## src/rtl/logic_unit_sweep_if.sv

```systemverilog
// logic_unit_sweep_if: stream operands/results plus self-test control for logic_unit_sweep
interface logic_unit_sweep_if #(parameter int WIDTH = 4);
  localparam int ACC_W = 2 * WIDTH + 8;
  logic [1:0]       op;
  logic             in_valid;
  logic             in_ready;
  logic [WIDTH-1:0] in1;
  logic [WIDTH-1:0] in2;
  logic             out_valid;
  logic             out_ready;
  logic [WIDTH-1:0] out1;
  logic [WIDTH-1:0] out2;
  logic             start;
  logic             busy;
  logic             done;
  logic [ACC_W-1:0] sweep_sum;
  modport master (
    output op, in_valid, in1, in2, out_ready, start,
    input  in_ready, out_valid, out1, out2, busy, done, sweep_sum
  );
  modport slave (
    input  op, in_valid, in1, in2, out_ready, start,
    output in_ready, out_valid, out1, out2, busy, done, sweep_sum
  );
endinterface

```

## src/rtl/logic_unit_sweep.sv

```systemverilog
// logic_unit_sweep: registered per-bit logic unit with valid/ready stream and exhaustive-sweep popcount self-test
module logic_unit_sweep #(
  parameter int WIDTH = 4
) (
  input logic           clk,
  input logic           rst,
  logic_unit_sweep_if.slave bus
);
  localparam int ACC_W = 2 * WIDTH + 8;
  localparam int CW = 2 * WIDTH;
  localparam logic [1:0] IDLE = 2'd0;
  localparam logic [1:0] SWEEP = 2'd1;
  localparam logic [1:0] DONE = 2'd2;
  function automatic logic [WIDTH-1:0] fn(input logic [1:0] f, input logic [WIDTH-1:0] a, input logic [WIDTH-1:0] b);
    return f == 2'b00 ? a ^ b : f == 2'b01 ? a & b : f == 2'b10 ? a | b : ~(a ^ b);
  endfunction
  function automatic logic [ACC_W-1:0] pop(input logic [WIDTH-1:0] v);
    logic [ACC_W-1:0] p;
    p = '0;
    for (int i = 0; i < WIDTH; i++) p = p + ACC_W'(v[i]);
    return p;
  endfunction
  logic [1:0]       state_q, state_d;
  logic [1:0]       op_q, op_d;
  logic [CW-1:0]    cnt_q, cnt_d;
  logic [ACC_W-1:0] sum_q, sum_d;
  logic             out_valid_q, out_valid_d;
  logic [WIDTH-1:0] out1_q, out1_d;
  logic [WIDTH-1:0] out2_q, out2_d;
  logic             idle, in_ready, accept;
  assign idle = state_q == IDLE;
  assign in_ready = idle & ~bus.start & (~out_valid_q | bus.out_ready);
  assign accept = bus.in_valid & in_ready;
  always_comb begin
    out_valid_d = accept ? 1'b1 : bus.out_ready ? 1'b0 : out_valid_q;
    out1_d = accept ? fn(bus.op, bus.in1, bus.in2) : out1_q;
    out2_d = accept ? ~bus.in2 : out2_q;
  end
  // counter supplies {a,b} with a in the upper half; all-ones is the final pair
  always_comb begin
    state_d = state_q;
    op_d = op_q;
    cnt_d = cnt_q;
    sum_d = sum_q;
    if (idle && bus.start) begin
      state_d = SWEEP;
      op_d = bus.op;
      cnt_d = '0;
      sum_d = '0;
    end else if (state_q == SWEEP) begin
      sum_d = sum_q + pop(fn(op_q, cnt_q[CW-1:WIDTH], cnt_q[WIDTH-1:0]));
      cnt_d = cnt_q + CW'(1);
      state_d = &cnt_q ? DONE : SWEEP;
    end else if (!idle) begin
      state_d = IDLE;
    end
  end
  always_ff @(posedge clk) begin
    if (rst) begin
      state_q <= IDLE;
      op_q <= '0;
      cnt_q <= '0;
      sum_q <= '0;
      out_valid_q <= 1'b0;
      out1_q <= '0;
      out2_q <= '0;
    end else begin
      state_q <= state_d;
      op_q <= op_d;
      cnt_q <= cnt_d;
      sum_q <= sum_d;
      out_valid_q <= out_valid_d;
      out1_q <= out1_d;
      out2_q <= out2_d;
    end
  end
  assign bus.in_ready = in_ready;
  assign bus.out_valid = out_valid_q;
  assign bus.out1 = out1_q;
  assign bus.out2 = out2_q;
  assign bus.busy = state_q == SWEEP;
  assign bus.done = state_q == DONE;
  assign bus.sweep_sum = sum_q;
endmodule

```

## src/flat_wrapper.sv

```systemverilog
// flat-port wrapper written by rule: the top's interface ports become plain ports
module logic_unit_sweep_flat 
#(
  parameter int WIDTH = 4
)
  (clk, rst, bus_op, bus_in_valid, bus_in1, bus_in2, bus_out_ready, bus_start, bus_in_ready, bus_out_valid, bus_out1, bus_out2, bus_busy, bus_done, bus_sweep_sum);
  logic_unit_sweep_if #(.WIDTH(WIDTH)) bus_i ();
  input logic clk;
  input logic rst;
  input wire logic [$bits(bus_i.op)-1:0] bus_op;
  input wire logic [$bits(bus_i.in_valid)-1:0] bus_in_valid;
  input wire logic [$bits(bus_i.in1)-1:0] bus_in1;
  input wire logic [$bits(bus_i.in2)-1:0] bus_in2;
  input wire logic [$bits(bus_i.out_ready)-1:0] bus_out_ready;
  input wire logic [$bits(bus_i.start)-1:0] bus_start;
  output wire logic [$bits(bus_i.in_ready)-1:0] bus_in_ready;
  output wire logic [$bits(bus_i.out_valid)-1:0] bus_out_valid;
  output wire logic [$bits(bus_i.out1)-1:0] bus_out1;
  output wire logic [$bits(bus_i.out2)-1:0] bus_out2;
  output wire logic [$bits(bus_i.busy)-1:0] bus_busy;
  output wire logic [$bits(bus_i.done)-1:0] bus_done;
  output wire logic [$bits(bus_i.sweep_sum)-1:0] bus_sweep_sum;
  assign bus_i.op = bus_op;
  assign bus_i.in_valid = bus_in_valid;
  assign bus_i.in1 = bus_in1;
  assign bus_i.in2 = bus_in2;
  assign bus_i.out_ready = bus_out_ready;
  assign bus_i.start = bus_start;
  assign bus_in_ready = bus_i.in_ready;
  assign bus_out_valid = bus_i.out_valid;
  assign bus_out1 = bus_i.out1;
  assign bus_out2 = bus_i.out2;
  assign bus_busy = bus_i.busy;
  assign bus_done = bus_i.done;
  assign bus_sweep_sum = bus_i.sweep_sum;
  logic_unit_sweep #(.WIDTH(WIDTH)) u_core (.clk(clk), .rst(rst), .bus(bus_i));
endmodule
```

## config.mk

```make
export PLATFORM = sky130hd
export DESIGN_NAME = logic_unit_sweep_flat
export DESIGN_NICKNAME = d
export VERILOG_FILES = /design/src/rtl/logic_unit_sweep_if.sv /design/src/rtl/logic_unit_sweep.sv /design/src/flat_wrapper.sv
export SDC_FILE = /design/constraint.sdc
export NUM_CORES = 1
export LEC_CHECK = 0
export ABC_AREA = 1
export BUFFER_PORTS_ARGS = -buffer_cell sky130_fd_sc_hd__buf_2
export CELL_PAD_IN_SITES_DETAIL_PLACEMENT = 1
export CELL_PAD_IN_SITES_GLOBAL_PLACEMENT = 2
export CORE_MARGIN = 4
export CORE_UTILIZATION = 33
export DETAILED_ROUTE_END_ITERATION = 12
export GPL_TIMING_DRIVEN = 1
export PLACE_DENSITY = 0.86
export SYNTH_ARGS = -nofsm -noshare
export SYNTH_HDL_FRONTEND = slang
export SYNTH_SLANG_ARGS = --single-unit
```

## constraint.sdc

```tcl
create_clock -name clk -period 9.1 [get_ports clk]
set_input_delay 0.455 -clock clk [delete_from_list [all_inputs] [get_ports clk]]
set_output_delay 0.455 -clock clk [all_outputs]
set_load 0.03 [all_outputs]
```

# --- Word-level counts from Yosys, hierarchy flattened ---
# Cells that the tools add are included.
word_totals:
  regBits: 37
  latch_bits: 0
  ramBits: 0
  rom_bits: 0
  inputBits: 15
  word_cells: 55
  n_memories: 0
op_classes:
  n_addsub: 5
  mul: 0
  div: 0
  order_cmp: 0
  eq_ne: 8
  shift: 0
  mux: 12
  bitwise: 15
  reduce_logical: 7
op_table:
  columns: ["cell", "count"]
  rows:
  - ["$add 16x1->16", 2]
  - ["$mux 4", 6]
  - ["$add 16x16->16", 1]
  - ["$not 4->4", 3]
  - ["$add 8x1->8 const B", 1]
  - ["$and 4x4->4", 2]
  - ["$or 4x4->4", 2]
  - ["$reduce_and 8->1", 1]
  - ["$xor 4x4->4", 2]
  - ["$eq 2x1->1 const B", 3]
  - ["$eq 2x2->1 const B", 3]
  - ["$logic_not 2->1", 3]
  - ["$mux 2", 3]
  - ["$and 1x1->1", 3]
  - ["$mux 1", 3]
  - ["$ne 3x3->1 const B", 1]
  - ["$add 1x1->2", 1]
  - ["$ne 2x2->1 const B", 1]
  - ["$not 1->1", 2]
  - ["$reduce_bool 2->1", 1]
  - ["$reduce_or 2->1", 1]
  - ["$logic_and 1x1->1", 1]
  - ["$or 1x1->1", 1]

# --- Logic depth before layout (Yosys ltp) ---
logic_depth:
  ltp_word: 9
  mapped_depth: 21

# --- Worst setup path before layout ---
# OpenSTA, ideal clock, no wires.
synth_path:
  kind: "flip-flop to flip-flop"
  startpoint: "reg u_core.cnt_q[0]"
  endpoint: "reg u_core.sum_q[10] (netlist: u_core.bus.sweep_sum[10])"
  arrival_time_ns: 3.000
  setup_slack_ns: 5.987
  stages_incl_launch_ff: 22
  n_path_buf: 0
  path_cell_list: "dfxtp_1 > inv_1 > ha_1 > inv_1 > nand2_1 > o21ai_0 > a211oi_1 > ha_1 > inv_1 > fa_1 > inv_1 > ha_1 > inv_1 > fa_1 > inv_1 > nand2_1 > nand2_1 > nand3_4 > nor2_1 > nand2_1 > nand2_1 > nor2_1"
synth_between:
  elab_chain_cells: 9
synth_rtl:
  columns: ["element", "line", "text"]
  rows:
  - ["from (decl)", "logic_unit_sweep.sv:25", "logic [CW-1:0] cnt_q, cnt_d;"]
  - ["from (signal assigned)", "logic_unit_sweep.sv:70", "cnt_q <= cnt_d;"]
  - ["$xor 4x4->4", "logic_unit_sweep.sv:15", "return f == 2'b00 ? a ^ b : f == 2'b01 ? a & b : f == 2'b10 ? a | b : ~(a ^ b);"]
  - ["$not 4->4", "logic_unit_sweep.sv:15", null]
  - ["$mux 4 (2 in series)", "logic_unit_sweep.sv:15", null]
  - ["$mux 4 *", "logic_unit_sweep.sv:15", null]
  - ["$add 1x1->2 *", "logic_unit_sweep.sv:20", "for (int i = 0; i < WIDTH; i++) p = p + ACC_W'(v[i]);"]
  - ["$add 16x1->16 * (2 in series)", "logic_unit_sweep.sv:20", null]
  - ["$add 16x16->16 *", "logic_unit_sweep.sv:51", "sum_d = sum_q + pop(fn(op_q, cnt_q[CW-1:WIDTH], cnt_q[WIDTH-1:0]));"]
  - ["to (signal assigned)", "logic_unit_sweep.sv:71", "sum_q <= sum_d;"]
  - ["to (decl)", "logic_unit_sweep.sv:26", "logic [ACC_W-1:0] sum_q, sum_d;"]
# Every way passes the cells marked *; elsewhere a longest branch is shown, timed or not.
# A chain may end at the register's enable or synchronous reset.

# --- Worst setup path after layout ---
layout_path:
  startpoint: "reg u_core.cnt_q[1]"
  endpoint: "reg u_core.sum_q[12] (netlist: u_core.bus.sweep_sum[12])"
# The elaborated chain is that of the path after synthesis.

==> impl_metrics.json <==
{
  "outcome": "finished, final reports clean",
  "post-cts-setup-buffer-count": 0,
  "cts_made_buffers": 5,
  "cts_tree": "yes",
  "yosysWarnings": 0,
  "synth.top_cell.area_share_pct": 32.1,
  "fill_cells": 903,
  "post_drt_wl_per_cell_um": 12.2,
  "rsz0062_at_grt": "no",
  "synthArstFlopShare_pct": 0,
  "peakVddDrop_uv": 56.9,
  "hpwlAfterDp_um": 4720,
  "gp_congestion": 0.842,
  "synthFlopType": "dfxtp_1",
  "root_buffer": "clkbuf_8",
  "p_leak_uw": 0.00128,
  "cts.clk_slew.worst_paths_ns": 0.08,
  "grt.total_usage_pct": 14.6,
  "crit_arrival_ns": 3.65,
  "fin_nets": 420,
  "drtAntennaViolNets": 0,
  "synth_seq_cells": 37,
  "final-setup-viol-count": 0,
  "rows": 30,
  "grt_max_degree": 20,
  "final_core_util_pct": 39.6,
  "cts.repair.resized": 0,
  "dieArea_um2": 8390,
  "h-tree-depth": 2,
  "finalCriticalPeriod_ns": 3.46,
  "synthCells": 336,
  "drive_above_1_share_pct": 15.5,
  "final-hold-violation-count": 0,
  "regToRegSetupSlack_ns": 5.64,
  "coreArea_um2": 6790,
  "grt_pass1_vias": 2231,
  "synth_nets": 375,
  "hold_path_class": "input pin to register",
  "post_dp_cell_area_um2": 2600,
  "grt_pass1_wl_um": 10100,
  "max_clock_freq_ghz": 0.289,
  "cp-end-kind": "register",
  "worst_slack_ns": 5.64,
  "ios": 43,
  "drc": 0,
  "tns_ns": 0,
  "first_pass_iters": 4,
  "io_buffers": 42,
  "grt_overflow": 0,
  "ys_top_cells_by_count": "nand2_1 (83), inv_1 (60), nor2_1 (39)",
  "clk_path_buf_depth": 2,
  "drt-initial-drc-count": 78,
  "yosysMostFrequentCell": "nand2_1",
  "avgSynthCellArea_um2": 6.86,
  "clock_latency_ns": 0.29,
  "final_cell_area_um2": 2690,
  "crit_type": "register to register",
  "synth_edf_count": 0,
  "cp.required_ns": 9.28,
  "maxCapViolations": 0,
  "ys_types": 29,
  "p_per_area_nw_per_um2": 134,
  "max_slew.worst_pin.slew_ns": 0.501,
  "wirelength_um": 5830,
  "timing.slew.headroom_pct": 66.5,
  "seq_area_frac_synth_pct": 32.1,
  "fin_crit_sh_pct": 38.1,
  "post_drt_via_cell_ratio": 4.63,
  "instances_no_fill": 477,
  "dp.cells": 470,
  "antenna_found_initial": 0,
  "start_util_pct": 33.9,
  "dr_total_vias": 2207,
  "cts_num_sinks": 37,
  "area_growth_syn_to_layout_pct": 16.5,
  "cts_hold_buf": 0,
  "syn_area_um2": 2310,
  "finalClockSkew_ns": 0.00757,
  "die_w_um": 91.6,
  "critical_path.max_fanout": 7,
  "start_kind": "register",
  "slew_violations": 0,
  "post-place-ws_ns": 5.61,
  "n_antenna_cell": 0,
  "yosysTopAreaCell": "dfxtp_1",
  "dieHeight_um": 91.6,
  "synthTopCellsByArea": "dfxtp_1 (32%), nand2_1 (14%), ha_1 (12%)"
}
## cell type report
cell class                 count  area [µm²]  share of cell area (%)
multi-input combinational    234        1300                    48.4
tap                           96         120                    4.47
clock buffer                   7        86.3                    3.21
inverter                      61         229                    8.52
timing repair buffer          42         210                    7.82
sequential                    37         741                    27.6
## kinds of logic after synthesis
family	Yosys count	synth area share, %
buf+inv	65	11.4
xor+xnor	1	0.380
fa+ha+maj	24	13.7
compound gates	50	12.1
simple gates	159	30.3
flops	37	32.1
## placed cells by master (no fill, tap or decap), types with 2 or more instances in the layout
cell,n
a21oi_1,22
o211ai_1,3
nor2_1,39
a211oi_1,3
o21ai_0,18
inv_1,60
nand4_1,4
nor3_1,7
nor2_4,3
nand2_1,83
buf_2,42
fa_1,2
clkbuf_8,6
nand2_2,3
nand3_1,15
dfxtp_1,37
ha_1,22
## critical path: stages (launching register included)
cell	delay (ns)
dfxtp_1	0.41
inv_1	0.07
ha_1	0.27
inv_1	0.04
nand2_1	0.05
o21ai_0	0.09
a211oi_1	0.20
ha_1	0.27
inv_1	0.07
fa_1	0.41
inv_1	0.07
ha_1	0.16
inv_1	0.07
fa_1	0.40
inv_1	0.08
nand2_1	0.05
nand2_1	0.18
nand3_4	0.13
nor2_1	0.15
nand2_1	0.08
nand2_1	0.06
nor2_1	0.04
## sequential cells by signal, summed over array words and instances (netlist names)
signal and cells:
u_core.state_q 2, u_core.op_q 2, u_core.bus.out2 4, u_core.bus.out_valid 1
u_core.cnt_q 8, u_core.bus.sweep_sum 16, u_core.bus.out1 4
## metrics by stage
| step | power, µW | hold slack (ns) |
|---|---|---|
| 4_1_cts | 368 | 0.430 |
| 5_1_grt | 386 | 0.436 |
| 3_5_place_dp | 248 | 0.454 |
| 2_1_floorplan | 227 | 0.464 |
| 6_report | 360 | 0.444 |
| 3_3_place_gp | 245 | 0.452 |
## report_power, final
part | switching, µW | total (µW) | internal, µW
Clock | 56.8 | 117 | 60.1
Combinational | 47.8 | 72.1 | 24.3
Sequential | 3.82 | 171 | 167
## final timing paths
path                           start                        to  cells after the start
setup / recovery     u_core.cnt_q[1]  u_core.bus.sweep_sum[12]                     21
hold reg to reg   u_core.bus.out2[1]        u_core.bus.out2[1]                      2
hold / removal                   rst        u_core.bus.out2[3]                      2
setup reg to reg     u_core.cnt_q[1]  u_core.bus.sweep_sum[12]                     21
## routing by layer
layer  up-vias  GRT usage, %  share of wire [%]  wire length, µm
met2        40          24.3                 47             2730
met5         -             0                  0                0
li1       1146             -                  -                -
met1      1015          18.9                 48             2810
met4         0          3.64                1.2               72
met3         6          3.65                3.7              215
No activity file was read; power rests on OpenSTA's default activity.
